`config.mk`:
```
export PLATFORM = sky130hd
export DESIGN_NAME = mips_multicycle_ctrl
export DESIGN_NICKNAME = d
export VERILOG_FILES = /design/src/rtl/mips_pkg.sv /design/src/rtl/mips_retire_counter.sv /design/src/rtl/mips_multicycle_ctrl.sv
export SDC_FILE = /design/constraint.sdc
export NUM_CORES = 1
export LEC_CHECK = 0
export ABC_AREA = 1
export CAP_MARGIN = 20
export CELL_PAD_IN_SITES_DETAIL_PLACEMENT = 0
export CELL_PAD_IN_SITES_GLOBAL_PLACEMENT = 1
export CORE_MARGIN = 8
export CORE_UTILIZATION = 36
export CTS_CLUSTER_SIZE = 25
export DETAILED_ROUTE_END_ITERATION = 10
export PLACE_DENSITY = 0.95
export REMOVE_ABC_BUFFERS = 1
export SYNTH_ARGS = -nofsm -noshare
export SYNTH_HDL_FRONTEND = slang
export SYNTH_SLANG_ARGS = --single-unit
```
`constraint.sdc`:
```
create_clock -name clk -period 3.4 [get_ports clk]
set_input_delay 0.51 -clock clk [delete_from_list [all_inputs] [get_ports clk]]
set_output_delay 0.51 -clock clk [all_outputs]
set_load 0.01 [all_outputs]
```
`src/rtl/mips_pkg.sv`:
```
// Shared encodings for the multi-cycle MIPS controller: opcodes, datapath
// mux selects, controller state enum and the debug view bundle.
package mips_pkg;

    localparam logic [5:0] OP_RTYPE = 6'b000000;
    localparam logic [5:0] OP_LW    = 6'b100011;
    localparam logic [5:0] OP_SW    = 6'b101011;
    localparam logic [5:0] OP_BEQ   = 6'b000100;
    localparam logic [5:0] OP_J     = 6'b000010;
    localparam logic [5:0] OP_ADDI  = 6'b001000;

    localparam logic [1:0] ALU_ADD   = 2'b00;
    localparam logic [1:0] ALU_SUB   = 2'b01;
    localparam logic [1:0] ALU_FUNCT = 2'b10;

    localparam logic [1:0] SRCB_RT      = 2'b00;
    localparam logic [1:0] SRCB_FOUR    = 2'b01;
    localparam logic [1:0] SRCB_IMM     = 2'b10;
    localparam logic [1:0] SRCB_IMM_SH2 = 2'b11;

    localparam logic [1:0] PCSRC_ALU    = 2'b00;
    localparam logic [1:0] PCSRC_ALUOUT = 2'b01;
    localparam logic [1:0] PCSRC_JUMP   = 2'b10;
    localparam logic [1:0] PCSRC_TRAP   = 2'b11;

    typedef enum logic [3:0] {
        S_FETCH,
        S_DECODE,
        S_MEM_ADDR,
        S_MEM_RD,
        S_MEM_WB,
        S_MEM_WR,
        S_EXEC,
        S_R_WB,
        S_ADDI_EX,
        S_ADDI_WB,
        S_BRANCH,
        S_JUMP,
        S_TRAP
    } ctrl_state_t;

    // Observation bundle for checkers: current state and resolved branch outcome.
    typedef struct packed {
        ctrl_state_t state;
        logic        branch_taken;
    } ctrl_dbg_t;

endpackage

```
`src/rtl/mips_retire_counter.sv`:
```
// Retired-instruction counter; increments on each retire pulse and wraps
// naturally from all-ones back to zero.
module mips_retire_counter #(
    parameter int CNT_W = 32
) (
    input  logic             clk,
    input  logic             rst_n,
    input  logic             inc,
    output logic [CNT_W-1:0] count
);

    always_ff @(posedge clk or negedge rst_n) begin
        if (!rst_n) begin
            count <= '0;
        end else if (inc) begin
            count <= count + 1'b1;
        end
    end

endmodule

```
`src/rtl/mips_multicycle_ctrl.sv`:
```
// Multi-cycle MIPS control FSM: sequences fetch/decode/execute/memory/writeback
// for a shared-memory datapath, stalls on mem_ready and traps undefined opcodes.
module mips_multicycle_ctrl
    import mips_pkg::*;
#(
    parameter int OP_W    = 6,
    parameter int CNT_W   = 32,
    parameter bit EN_ADDI = 1'b1
) (
    input  logic             clk,
    input  logic             rst_n,
    input  logic [OP_W-1:0]  opcode,
    input  logic             mem_ready,
    input  logic             zero,
    output logic             mem_req,
    output logic             mem_read,
    output logic             mem_write,
    output logic             i_or_d,
    output logic             ir_write,
    output logic             pc_write,
    output logic             pc_write_cond,
    output logic [1:0]       pc_source,
    output logic [1:0]       alu_op,
    output logic             alu_src_a,
    output logic [1:0]       alu_src_b,
    output logic             reg_write,
    output logic             reg_dst,
    output logic             mem_to_reg,
    output logic             trap_flag,
    output logic [CNT_W-1:0] instr_count,
    output ctrl_dbg_t        dbg
);

    ctrl_state_t state_q, state_d;
    logic        retire;

    always_ff @(posedge clk or negedge rst_n) begin
        if (!rst_n) begin
            state_q   <= S_FETCH;
            trap_flag <= 1'b0;
        end else begin
            state_q <= state_d;
            if (state_q == S_TRAP) begin
                trap_flag <= 1'b1;
            end
        end
    end

    // Everything is gated by rst_n so an access in flight is dropped the
    // moment reset asserts, without waiting for a clock edge.
    always_comb begin
        state_d       = state_q;
        retire        = 1'b0;
        mem_req       = 1'b0;
        mem_read      = 1'b0;
        mem_write     = 1'b0;
        i_or_d        = 1'b0;
        ir_write      = 1'b0;
        pc_write      = 1'b0;
        pc_write_cond = 1'b0;
        pc_source     = PCSRC_ALU;
        alu_op        = ALU_ADD;
        alu_src_a     = 1'b0;
        alu_src_b     = SRCB_RT;
        reg_write     = 1'b0;
        reg_dst       = 1'b0;
        mem_to_reg    = 1'b0;
        if (rst_n) begin
            case (state_q)
                S_FETCH: begin
                    mem_req   = 1'b1;
                    mem_read  = 1'b1;
                    alu_src_b = SRCB_FOUR;
                    if (mem_ready) begin
                        ir_write = 1'b1;
                        pc_write = 1'b1;
                        state_d  = S_DECODE;
                    end
                end
                S_DECODE: begin
                    alu_src_b = SRCB_IMM_SH2;
                    case (opcode)
                        OP_RTYPE:     state_d = S_EXEC;
                        OP_LW, OP_SW: state_d = S_MEM_ADDR;
                        OP_BEQ:       state_d = S_BRANCH;
                        OP_J:         state_d = S_JUMP;
                        OP_ADDI:      state_d = EN_ADDI ? S_ADDI_EX : S_TRAP;
                        default:      state_d = S_TRAP;
                    endcase
                end
                S_MEM_ADDR: begin
                    alu_src_a = 1'b1;
                    alu_src_b = SRCB_IMM;
                    state_d   = (opcode == OP_SW) ? S_MEM_WR : S_MEM_RD;
                end
                S_MEM_RD: begin
                    mem_req  = 1'b1;
                    mem_read = 1'b1;
                    i_or_d   = 1'b1;
                    if (mem_ready) state_d = S_MEM_WB;
                end
                S_MEM_WB: begin
                    reg_write  = 1'b1;
                    mem_to_reg = 1'b1;
                    retire     = 1'b1;
                    state_d    = S_FETCH;
                end
                S_MEM_WR: begin
                    mem_req   = 1'b1;
                    mem_write = 1'b1;
                    i_or_d    = 1'b1;
                    if (mem_ready) begin
                        retire  = 1'b1;
                        state_d = S_FETCH;
                    end
                end
                S_EXEC: begin
                    alu_src_a = 1'b1;
                    alu_op    = ALU_FUNCT;
                    state_d   = S_R_WB;
                end
                S_R_WB: begin
                    reg_write = 1'b1;
                    reg_dst   = 1'b1;
                    retire    = 1'b1;
                    state_d   = S_FETCH;
                end
                S_ADDI_EX: begin
                    alu_src_a = 1'b1;
                    alu_src_b = SRCB_IMM;
                    state_d   = S_ADDI_WB;
                end
                S_ADDI_WB: begin
                    reg_write = 1'b1;
                    retire    = 1'b1;
                    state_d   = S_FETCH;
                end
                S_BRANCH: begin
                    // The datapath qualifies pc_write_cond with zero; a not-taken beq still retires.
                    alu_src_a     = 1'b1;
                    alu_op        = ALU_SUB;
                    pc_write_cond = 1'b1;
                    pc_source     = PCSRC_ALUOUT;
                    retire        = 1'b1;
                    state_d       = S_FETCH;
                end
                S_JUMP: begin
                    pc_write  = 1'b1;
                    pc_source = PCSRC_JUMP;
                    retire    = 1'b1;
                    state_d   = S_FETCH;
                end
                S_TRAP: begin
                    pc_write  = 1'b1;
                    pc_source = PCSRC_TRAP;
                    state_d   = S_FETCH;
                end
                default: state_d = S_FETCH;
            endcase
        end
    end

    mips_retire_counter #(.CNT_W(CNT_W)) u_retire_counter (
        .clk   (clk),
        .rst_n (rst_n),
        .inc   (retire),
        .count (instr_count)
    );

    assign dbg.state        = state_q;
    assign dbg.branch_taken = (state_q == S_BRANCH) && zero;

endmodule
```
==> results.md <==
- CP max FO: 6
- Site Rows: 31
- Gr usage total: 0.153
- Setup Crit Path Kind: flip-flop to output port
- Clk pin slew, worst setup/hold paths: 0.07 ns
- Via count: 2966
- Slowest-stage cell, CP: clkdlybuf4s50_1
- Gate count after technology mapping: 463
- VDD IR max: 0.243 mV
- Max Root-Sink Buffers: 2
- Sequential share of the synthesized area: 0.343
- Commonest non-fill, non-tap cell in the layout: nand2_1
- HPWL after DPL: around 6000 µm
- Antenna diodes: 0
- CP required: 2.89 ns
- Fillers: 773
- Setup Total Neg Slack: 0 ns
- TritonCTS clock tree: done
- Largest net degree at the start of global routing: 28
- Post-CTS Setup Inserts: 0
- Sw Ratio: 0.415
- Largest delay share family, worst path: buffers and inverters
- Critical Path AT: 2.17 ns
- Die Ht: about 100 µm
- Final #Nets: 540
- Initial Util: 0.373
- Clock latency on the worst-skew pair: just under 0.3 ns
- Iteration count of the initial detailed-routing pass: 4
- Internal: 0.977 mW
- Psw: 0.691 mW
- Congestion Overflow GR: 0
- Fmax: 0.373 GHz
- Worst Max-Slew Pin Slew: 0.427 ns
- HP Class: input port to async pin
- CP Buf/Inv Count: 2
- Critical-path cell list: nor2_1 -> inv_1 -> nor3_1 -> a21oi_1 -> a21oi_1 -> clkdlybuf4s50_1
- Vias in the first global route: 2720
- Htree depth: 2
- Via density per instance: 4.72
- Most frequent cells in the layout: nand2_1 (203), nor2_1 (93), clkdlybuf4s50_1 (63), inv_1 (49), dfrtp_1 (37)
- Ys Warns: 0
- Fin crit period: 2.68 ns
- Mean post-synth cell area: 5.84 µm²
- Pwr per Cell Area: 474 mW/mm²
- Final std cells w/o fill: 629
- Area Overhead vs Synth: 30.3%
- Lkg Pwr: around 1.7 nW
- RSZ-0062 raised after global routing: false
- Placed Instances: 621
- Die width: 103 µm
- Fraction of layout cells with a size suffix above 1: 0.0283
- Initial antenna violation count: 0
- First-pass GRT wire length: 12900 µm
- Post-cts repair resize count: 0
- Initial DRC count: 128
- Part of the power in registers: 0.366
- # setup viols final: 0
- Register bit total from synthesis: 37
- # DRC: 0
- CTS Root Cell: clkbuf_8
- Io pins: between 60 and 70
- Sink Count: 37
- Hold Buf Count CTS: 0
- Post-route ant nets: 0
- Final Hold Slack: 0.213 ns
- Cts bufs inserted: 5
- Critical path endpoint category: output port
- Synth Cell Area: 0.00270 mm²
- Slowest cell delay on critical path: 0.56 ns
- Core footprint: slightly above 0.007 mm²
- Final Hold Viols: 0
- Logic pwr share: 0.455
- Max_slew headroom: 0.715
- Total routed wirelength: approximately 7900 µm
- PortBufs: between 60 and 70
- Final clock skew: 0.00566 ns
- Final period util: 0.788
- Routability cong.: 0.930
- Max-cap violations: 0
- Post-synthesis cell type count: 21
- Most frequent CP cell: a21oi_1
- DR WL/cell: 12.5 µm
- Clk network pwr share: 0.179
- Critical Path Start Type: flip-flop
- Status: finished, final reports clean
- Die ar.: roughly 0.011 mm²
- Slew Limit Fails: 0
cells by family (layout without fill, tap and decap cells):
logic type	after synthesis	after routing	share of synthesized area
compound gates	23	23	0.0435
fa+ha+maj	1	1	0.00463
buf+inv	59	126	0.0870
xor+xnor	11	11	0.0356
simple gates	332	332	0.487
flops	37	37	0.343
layout make-up:
class                      count  area, µm²  share of cell area
multi-input combinational    367       1540               0.438
sequential                    37        926               0.263
timing repair buffer          67        658               0.187
inverter                      51        191              0.0544
tap                           99        124              0.0352
clock buffer                   8       80.1              0.0227
power by group through the flow:
stage	registers (mW)	clock network [mW]	logic, mW
floorplan	0.628	0	0.373
global placement	0.614	0	0.759
detailed placement	0.618	0	0.765
CTS	0.609	0.308	0.768
global route	0.623	0.320	0.845
finish	0.611	0.299	0.758
flip-flops by register name, indices dropped and copies added (netlist names):
name	flops
u_retire_counter.count	32
state_q	4
trap_flag	1
path summary, 6_finish.rpt:
kind                             from                         end  slack (ns)  cells past startpoint
max in group asynchronous       rst_n   u_retire_counter.count[6]        2.90                      2
max reg2reg                state_q[1]  u_retire_counter.count[19]        1.52                      9
min reg2reg                 trap_flag                   trap_flag        0.48                      1
max                        state_q[1]                    pc_write        0.72                      6
min in group clk            trap_flag                   trap_flag        0.48                      1
min                             rst_n   u_retire_counter.count[0]        0.21                      2
stage by stage:
stage	power, mW	setup WS [ns]	util	instance area, µm²
final	1.67	0.719	0.485	3520
after CTS	1.69	0.745	0.485	3520
after floorplan	1.00	1.58	-	2660
after detailed placement	1.38	1.06	0.474	3440
after global routing	1.79	0.591	0.485	3520
after global placement	1.37	1.09	0.474	3440
cell usage after synthesis (all sizes together):
library cell,instances,share of area
a21oi,6,0.011
buf,7,0.015
clkbuf,1,0.0014
dfrtp,37,0.34
ha,1,0.0046
inv,51,0.071
nand2,203,0.28
nand3,25,0.048
nand3b,3,0.0083
nand4,2,0.0046
nor2,95,0.14
nor3,3,0.0056
o21ai,16,0.030
o31ai,1,0.0028
or2,1,0.0023
xor2,11,0.036
routing by layer:
layer,part of all wire,global-route usage,vias to the layer above
li1,-,-,1532
met4,0.010,0.0395,0
met3,0.052,0.0277,7
met5,0,0,-
met2,0.49,0.271,60
met1,0.45,0.186,1367
(Power assumes the default switching activity.)
